==> src/rtl/qos_flow_arbiter_pkg.sv <==
// Shared constants and state encoding for the QoS read-side flow arbiter.
// Strict-priority grant is selected by defining QOS_ARB_STRICT_PRIO_EN.
package qos_pkg;
  localparam int NUM_FIFOS = 4;
  localparam int DATA_W    = 6;

  typedef enum logic [1:0] {
    S_ARB  = 2'd0,
    S_READ = 2'd1,
    S_HOLD = 2'd2
  } state_t;
endpackage

==> src/rtl/qos_rr_picker.sv <==
// Combinational one-hot grant over the eligible mask.
// Round-robin from last_grant+1 by default; fixed priority (FIFO0 first) under QOS_ARB_STRICT_PRIO_EN.
module qos_rr_picker
  import qos_pkg::*;
(
  input  logic [NUM_FIFOS-1:0] i_eligible,
  input  logic [1:0]           i_last_grant,
  output logic [NUM_FIFOS-1:0] o_grant,
  output logic [1:0]           o_grant_idx
);

`ifdef QOS_ARB_STRICT_PRIO_EN
  logic w_unused_last;
  assign w_unused_last = ^i_last_grant;

  // Scan from lowest priority upward so the highest-priority eligible FIFO wins.
  always_comb begin
    o_grant     = '0;
    o_grant_idx = '0;
    for (int k = NUM_FIFOS - 1; k >= 0; k--) begin
      if (i_eligible[k]) begin
        o_grant     = '0;
        o_grant[k]  = 1'b1;
        o_grant_idx = 2'(k);
      end
    end
  end
`else
  logic       w_found;
  logic [1:0] w_idx;

  // The 2-bit index wraps naturally, giving the modulo-4 search order.
  always_comb begin
    o_grant     = '0;
    o_grant_idx = '0;
    w_found     = 1'b0;
    w_idx       = '0;
    for (int k = 1; k <= NUM_FIFOS; k++) begin
      w_idx = i_last_grant + 2'(k);
      if (!w_found && i_eligible[w_idx]) begin
        w_found        = 1'b1;
        o_grant[w_idx] = 1'b1;
        o_grant_idx    = w_idx;
      end
    end
  end
`endif

endmodule

==> src/rtl/qos_flow_arbiter.sv <==
// Read-side scheduler for four virtual-channel FIFOs: pause mask, error halt, arbitration and valid/ready egress.
// Grant policy selected by QOS_ARB_STRICT_PRIO_EN (see qos_rr_picker).
module qos_flow_arbiter #(
  parameter int DATA_W = qos_pkg::DATA_W
) (
  input  logic                                 CLK,
  input  logic                                 reset_L,
  input  logic                                 init,
  input  logic [qos_pkg::NUM_FIFOS-1:0]        pause_stb,
  input  logic [qos_pkg::NUM_FIFOS-1:0]        continue_stb,
  input  logic [qos_pkg::NUM_FIFOS-1:0]        error_full,
  input  logic [qos_pkg::NUM_FIFOS-1:0]        empty,
  input  logic [qos_pkg::NUM_FIFOS*DATA_W-1:0] fifo_data,
  output logic [qos_pkg::NUM_FIFOS-1:0]        pop,
  output logic [DATA_W-1:0]                    out_data,
  output logic                                 out_valid,
  input  logic                                 out_ready,
  output logic [qos_pkg::NUM_FIFOS-1:0]        paused,
  output logic                                 halted
);
  import qos_pkg::*;

  state_t                r_state, w_state_next;
  logic [NUM_FIFOS-1:0]  r_pop, w_pop_next;
  logic [NUM_FIFOS-1:0]  r_paused;
  logic [NUM_FIFOS-1:0]  w_eligible, w_grant;
  logic [1:0]            r_last_grant, w_last_grant_next, w_grant_idx;
  logic [DATA_W-1:0]     r_out_data, w_out_data_next, w_read_word;
  logic                  r_out_valid, w_out_valid_next;
  logic                  r_halted, w_can_pop;
  logic [DATA_W-1:0]     w_masked [NUM_FIFOS];

  assign w_eligible = ~empty & ~r_paused;
  assign w_can_pop  = ~r_halted & (|w_eligible);

  qos_rr_picker u_picker (
    .i_eligible   (w_eligible),
    .i_last_grant (r_last_grant),
    .o_grant      (w_grant),
    .o_grant_idx  (w_grant_idx)
  );

  // The FIFO being read is the one whose pop is high during S_READ.
  for (genvar gi = 0; gi < NUM_FIFOS; gi++) begin : g_rd_mux
    assign w_masked[gi] = fifo_data[gi*DATA_W +: DATA_W] & {DATA_W{r_pop[gi]}};
  end
  assign w_read_word = w_masked[0] | w_masked[1] | w_masked[2] | w_masked[3];

  always_ff @(posedge CLK or negedge reset_L) begin
    if (!reset_L) begin
      r_paused <= '0;
      r_halted <= 1'b0;
    end else begin
      r_paused <= init ? '0 : ((r_paused & ~continue_stb) | pause_stb);
      r_halted <= |error_full;
    end
  end

  always_ff @(posedge CLK or negedge reset_L) begin
    if (!reset_L) begin
      r_state      <= S_ARB;
      r_pop        <= '0;
      r_last_grant <= 2'd3;
      r_out_data   <= '0;
      r_out_valid  <= 1'b0;
    end else begin
      r_state      <= w_state_next;
      r_pop        <= w_pop_next;
      r_last_grant <= w_last_grant_next;
      r_out_data   <= w_out_data_next;
      r_out_valid  <= w_out_valid_next;
    end
  end

  always_comb begin
    w_state_next      = r_state;
    w_pop_next        = '0;
    w_last_grant_next = r_last_grant;
    w_out_data_next   = r_out_data;
    w_out_valid_next  = r_out_valid;
    case (r_state)
      S_ARB: begin
        if (w_can_pop) begin
          w_pop_next        = w_grant;
          w_last_grant_next = w_grant_idx;
          w_state_next      = S_READ;
        end
      end
      S_READ: begin
        w_out_data_next  = w_read_word;
        w_out_valid_next = 1'b1;
        w_state_next     = S_HOLD;
      end
      S_HOLD: begin
        if (out_ready) begin
          w_out_valid_next = 1'b0;
          if (w_can_pop) begin
            w_pop_next        = w_grant;
            w_last_grant_next = w_grant_idx;
            w_state_next      = S_READ;
          end else begin
            w_state_next = S_ARB;
          end
        end
      end
      default: w_state_next = S_ARB;
    endcase
    if (init) begin
      w_state_next      = S_ARB;
      w_out_valid_next  = 1'b0;
      w_pop_next        = '0;
      w_last_grant_next = 2'd3;
    end
  end

  assign pop       = r_pop;
  assign out_data  = r_out_data;
  assign out_valid = r_out_valid;
  assign paused    = r_paused;
  assign halted    = r_halted;

endmodule

==> config.mk <==
export PLATFORM = sky130hd
export DESIGN_NAME = qos_flow_arbiter
export DESIGN_NICKNAME = d
export VERILOG_FILES = /design/src/rtl/qos_flow_arbiter_pkg.sv /design/src/rtl/qos_rr_picker.sv /design/src/rtl/qos_flow_arbiter.sv
export SDC_FILE = /design/constraint.sdc
export NUM_CORES = 1
export LEC_CHECK = 0
export CORE_ASPECT_RATIO = 1.5
export CORE_MARGIN = 2
export CORE_UTILIZATION = 30
export DETAILED_ROUTE_END_ITERATION = 8
export GPL_ROUTABILITY_DRIVEN = 0
export GPL_TIMING_DRIVEN = 1
export HOLD_SLACK_MARGIN = 0.08
export PLACE_DENSITY = 0.71
export SLEW_MARGIN = 5
export SYNTH_ARGS = -nofsm -noshare
export SYNTH_HDL_FRONTEND = slang
export SYNTH_SLANG_ARGS = --single-unit
==> constraint.sdc <==
create_clock -name CLK -period 3.8 [get_ports CLK]
set_input_delay 0.95 -clock CLK [delete_from_list [all_inputs] [get_ports CLK]]
set_output_delay 0.95 -clock CLK [all_outputs]
set_load 0.01 [all_outputs]
==> results of run 1 <==
-- worst max-delay path by stage --
stage	slack, ns	start	end	cells after the start
after floorplan	1.35	r_last_grant[0]	r_last_grant[1]	7
final	1.07	r_last_grant[1]	pop[3]	6
after detailed placement	0.95	empty[0]	r_last_grant[1]	6
after global routing	0.93	r_last_grant[1]	pop[3]	6
after CTS	1.12	r_last_grant[1]	r_last_grant[1]	6
after global placement	1.01	empty[0]	pop[1]	6
-- through the flow --
step / instance area, sq um / hold slack, ns / setup slack, ns / total power (uW) / cells
floorplan: 1350 / 0.430 / 1.35 / 316 / 143
global placement: 1980 / 0.453 / 1.01 / 413 / 244
detailed placement: 1980 / 0.456 / 0.951 / 416 / 244
CTS: 2030 / 0.469 / 1.12 / 580 / 248
global route: 2030 / 0.517 / 0.927 / 609 / 248
finish: 2030 / 0.467 / 1.07 / 576 / 248
-- metal layers --
layer,GRT usage,part of all wire
met5,0,0
met2,0.284,0.50
met3,0.0422,0.098
met1,0.160,0.38
met4,0.0764,0.025
-- cells by family after synthesis --
family                   count (synthesis)  synth area share
adder cells (fa/ha/maj)                  8            0.0744
multiplexers                             4            0.0725
flip-flops                              20             0.374
AO/OA/AOI/OAI                           53             0.272
AND/OR/NAND/NOR                         47             0.175
buffers and inverters                   11            0.0325
-- power breakdown --
group | leakage [uW] | switching (uW) | total, uW | internal, uW
combinational | 0.000526 | 67.7 | 165 | 97.7
clock | 0.0000288 | 72.4 | 165 | 92.4
sequential | 0.000255 | 14.3 | 246 | 232
-- cell type report --
type | count | area, sq um
multi-input combinational | 112 | 800
inverter | 7 | 26.3
sequential | 20 | 503
tap | 46 | 57.6
timing repair buffer | 59 | 591
fill | 417 | 2250
clock buffer | 4 | 55.1
-- state kept, by name, indices dropped and copies added (netlist names) --
register      cells
pop               4
out_valid         1
out_data          6
r_state           2
r_last_grant      2
halted            1
paused            4
-- synthesized netlist by cell type (2+ instances only) --
cell	number	area (sq um)
nor3_1	6	30.0
nand2b_1	2	12.5
nand3_1	5	25.0
clkbuf_1	2	7.51
o21ai_0	13	65.1
a221oi_1	10	87.6
inv_1	6	22.5
nor2_2	2	12.5
a2111oi_0	2	17.5
or2_2	3	18.8
dfstp_2	2	52.6
dfrtp_1	18	450
a21oi_1	8	40.0
mux4_1	2	52.6
ha_1	8	100
mux4_2	2	45.0
a22o_1	6	52.6
o22ai_1	5	31.3
buf_2	2	10.0
nand2_1	12	45.0
o31ai_1	3	22.5
a211oi_1	2	15.0
nor2_1	11	41.3
==> results by group, run 1 <==
Outcome
  – Status: finished, violations left
  – Failing checks: DRC

Hold path
  – Hold path endpoint: out_valid
  – Worst Hold Launch: r_state[1]
  – HP Class: reg2reg
  – Hold path cells: 1

Clock tree
  – Num CTS Buffers: 3
  – Root Driver: clkbuf_8
  – CTS H-Tree Depth: 1
  – CTS tree: yes
  – Post-CTS Hold Fix Bufs: 0
  – Sink Count: 20
  – Post-CTS setup buffers: 0
  – Clock Pin Slew Worst Setup and Hold Paths: 0.08 ns
  – CTS resizes: 0
  – Bufs on Longest Clock Path: 2
  – Worst skew pair latency: 0.26 ns

Routing
  – Final wirelength: 3630 um
  – First drt pass iteration count: 6
  – Antenna viol nets, final: 0
  – DRT iter0 DRCs: 45
  – DR vias/cell: 5.47
  – Total number of vias: 1356
  – Avg WL per Cell: 14.6 um
  – DRC errors left: 9

STA
  – Post-layout min period: 2.73 ns
  – Skew final: between 0.004 and 0.005 ns
  – Setup TNS: 0 ns
  – Fin crit share: 0.717
  – Setup violations, final: 0
  – Worst Max-Slew Pin Slew: 0.863 ns
  – Final hold violations: 0
  – Slew Limit Headroom: 0.423
  – F_max: ~370 MHz
  – Final Max Slew Viols: 0
  – Unrepaired setup endpoints after global routing: no

Critical path
  – FF-to-FF Start: r_last_grant[1]
  – R2R Setup Slk: around 1.1 ns
  – Critical path required time: approximately 3.9 ns
  – Startpoint types: flop
  – Worst path max stage delay: 0.67 ns
  – R2R cell count: 6
  – WS Path Type: reg2reg
  – Critical path data arrival time: 2.85 ns
  – Critical Path Fanout Max: 12
  – Crit path capture type: flop
  – Critical-path cell list: inv_1, ha_1, mux4_1, nor2b_4, a221oi_1, o22ai_1
  – Worst reg2reg endpoint: pop[3]
  – Worst path slowest cell: dfstp_2
  – WP buf/inv: 1
  – CP top delay family: flip-flops

Final layout
  – Share of cells above drive strength 1: 0.0792
  – Number of diodes: 0
  – Syn-to-layout area delta: 50.9%
  – Most frequent cells in the layout: clkdlybuf4s50_1, dfrtp_1, o21ai_0, nand2_1, nor2_1
  – Final core utilization: 0.475
  – Most common cell after layout, fill and taps aside: clkdlybuf4s50_1
  – Fin nets: roughly 260

Synth
  – Distinct cells, synth: 34
  – Predominant post-synthesis flop cell: dfrtp_1
  – EDFF count, synth: 0
  – Async SR Flop Fraction: 1.00
  – Cell count after synthesis: approximately 140
  – Synthesized Nets: 195
  – Syn Std Cell Area: 1350 sq um
  – Sequential element share of the synthesized area: 0.374
  – Warning count from the yosys run: 0
  – Synthesized area per cell: 9.41 sq um
  – Synth Register Bits: 20

Power
  – Worst vdd ir: 0.000173 V
  – Power per cell area: 284 nW/um^2
  – Leakage Power: 0.000809 uW

Place
  – IO buf count: 59
  – HPWL Detailed: 2830 um

GRT
  – Largest net degree at the start of global routing: 21
  – Vias in the first global route: about 1400
  – GRT Util Overall: 0.156
  – Initial antenna violation count: 0
  – First-pass GRT wire length: 6180 um
  – Grt ovf: 0

Floorplanning
  – Site row count: 29
  – Core area: 4280 sq um
  – I/O pin total: 60
  – Die area: 5050 sq um
  – Chip width: 58.7 um
  – Die Y: 86.0 um
  – Starting Density: 0.314

Run
  – MaxCap Viol Count: 0
Note: power is estimated with default switching activity, not from simulation.
==> run 2: changes to the inputs <==
Clock period 3.8 ns to 2.8 ns, I/O delays scaled along.
==> run 2 against run 1 <==
The run still ends with DRC left. Via count is 3.3% higher. Worst setup slack worse by 0.65 ns. Count of clock-buffer cells in the layout stayed put. Critical path type unchanged. Critical endpoint is now pop[2]. Hold slack better by 0.0030 ns. Register-to-register slack worse by 0.65 ns. Clock skew is 0.0019 ns higher. Die area stayed put. Global-route usage is 0.36 points lower. Largest power group unchanged. Final cell count is 2.4% higher. Flip-flop and latch count stayed put.
==> results by group, run 2 (synthesis gave the netlist of run 1 again) <==
STA
  – Setup violations, final: 0
  – Setup TNS: 0 ns
  – Final Max Slew Viols: 0
  – Worst Max-Slew Pin Slew: 0.442 ns
  – Slew Limit Headroom: 0.698
  – Skew final: approximately 0.0067 ns
  – F_max: 422 MHz
  – Unrepaired setup endpoints after global routing: no
  – Post-layout min period: 2.37 ns
  – Final hold violations: 0
  – Fin crit share: 0.847

Critical path
  – Crit path capture type: flop
  – Critical Path Fanout Max: 12
  – Critical path required time: 2.91 ns
  – Worst reg2reg endpoint: pop[2]
  – FF-to-FF Start: r_last_grant[1]
  – WS Path Type: reg2reg
  – R2R Setup Slk: about 0.43 ns
  – Startpoint types: flop
  – Critical path data arrival time: 2.48 ns
  – R2R cell count: 6

Clock tree
  – Root Driver: clkbuf_8
  – CTS resizes: 0
  – Clock Pin Slew Worst Setup and Hold Paths: roughly 0.070 ns
  – Post-CTS Hold Fix Bufs: 0
  – CTS tree: yes
  – Post-CTS setup buffers: 0
  – CTS H-Tree Depth: 1
  – Bufs on Longest Clock Path: 2
  – Num CTS Buffers: 3
  – Sink Count: 20
  – Worst skew pair latency: 0.25 ns

Place
  – Placed cell count: 250
  – HPWL Detailed: 2950 um
  – IO buf count: between 50 and 60

Power
  – Worst vdd ir: 0.000219 V
  – Clk pwr share: 0.248
  – Internal Power: 552 uW
  – Leakage Power: 0.000833 uW
  – Sw Pwr: 196 uW
  – Power per cell area: about 360 nW/um^2
  – Net Sw Frac: 0.261
  – Sequential power share: 0.445
  – Combinational share of power: 0.307

Final layout
  – Multi-input logic area: 800 sq um
  – Sequential cell area: around 500 sq um
  – Most common cell after layout, fill and taps aside: clkdlybuf4s50_1
  – Non-filler instance count after layout: 254
  – Fillers: ~420
  – Final core utilization: 0.483
  – Fin nets: roughly 260
  – Number of diodes: 0
  – Largest register FFs: 6
  – Share of cells above drive strength 1: 0.101
  – Most frequent cells in the layout: clkdlybuf4s50_1, dfrtp_1, o21ai_0, nand2_1, nor2_1
  – Syn-to-layout area delta: 53.5%

Run
  – MaxCap Viol Count: 0

Routing
  – Antenna viol nets, final: 0
  – First drt pass iteration count: 6
  – Avg WL per Cell: 14.4 um
  – DR vias/cell: 5.52
  – DRC errors left: 9
  – Final wirelength: 3650 um
  – DRT iter0 DRCs: 56
  – Total number of vias: between 1000 and 1500

Hold path
  – Hold path cells: 1
  – Hold path endpoint: out_valid
  – Worst Hold Launch: r_state[1]
  – HP Class: reg2reg

GRT
  – Vias in the first global route: 1364
  – GRT Util Overall: 0.153
  – First-pass GRT wire length: 6070 um
  – Grt ovf: 0
  – Largest net degree at the start of global routing: 21
  – Initial antenna violation count: 0

Floorplanning
  – Die Y: 86.0 um
  – Starting Density: 0.314
  – Site row count: 29
  – Chip width: a little under 60 um
  – Die area: 5050 sq um
  – I/O pin total: 60
  – Core area: 4280 sq um

Outcome
  – Status: finished, violations left
  – Failing checks: DRC
-- run 2: cell count changes in the layout (fill, tap and decap cells not counted) --
cell	change
clkbuf_8	-1
clkbuf_1	+1
buf_4	+6
-- run 2: metrics by stage --
stage	hold slack, ns	total power (uW)	instance area, sq um	worst slack (ns)
after CTS	0.469	756	2070	0.461
after floorplan	0.404	428	1350	0.351
after global routing	0.509	796	2070	0.309
final	0.470	748	2070	0.429
after detailed placement	0.456	569	2020	0.259
after global placement	0.453	565	2020	0.260
-- run 2: routing by layer --
metal  wire [um]  global-route usage  up-vias
met5           0                   0        -
met4          25              0.0661        0
met3         334              0.0347        2
met2        1990               0.278       60
met1        1310               0.164      656
li1            -                   -      683
-- run 2: layout make-up --
type,count,share of cell area
sequential,20,0.243
multi-input combinational,112,0.387
clock buffer,4,0.0218
inverter,7,0.0127
timing repair buffer,65,0.308
tap,46,0.0278
-- run 2: power groups by stage --
stage	Combinational (uW)	Sequential [uW]	Clock (uW)
after floorplan	80.9	347	0
after CTS	231	333	192
after global routing	252	337	207
after global placement	228	337	0
final	230	333	185
after detailed placement	230	338	0
-- run 2: critical path, cell delays in order, from the launching register on --
cell,delay [ns]
dfstp_2,0.66
inv_1,0.09
ha_1,0.31
mux4_1,0.55
nor2b_4,0.16
a221oi_1,0.31
o22ai_1,0.15
-- run 2: worst max path at each step --
stage / cells after the start / to / startpoint
after floorplan: 7 / r_last_grant[1] / r_last_grant[0]
after global placement: 6 / pop[1] / empty[0]
after detailed placement: 6 / r_last_grant[1] / empty[3]
after CTS: 6 / pop[0] / r_last_grant[1]
after global routing: 6 / pop[0] / r_last_grant[1]
final: 6 / pop[2] / r_last_grant[1]
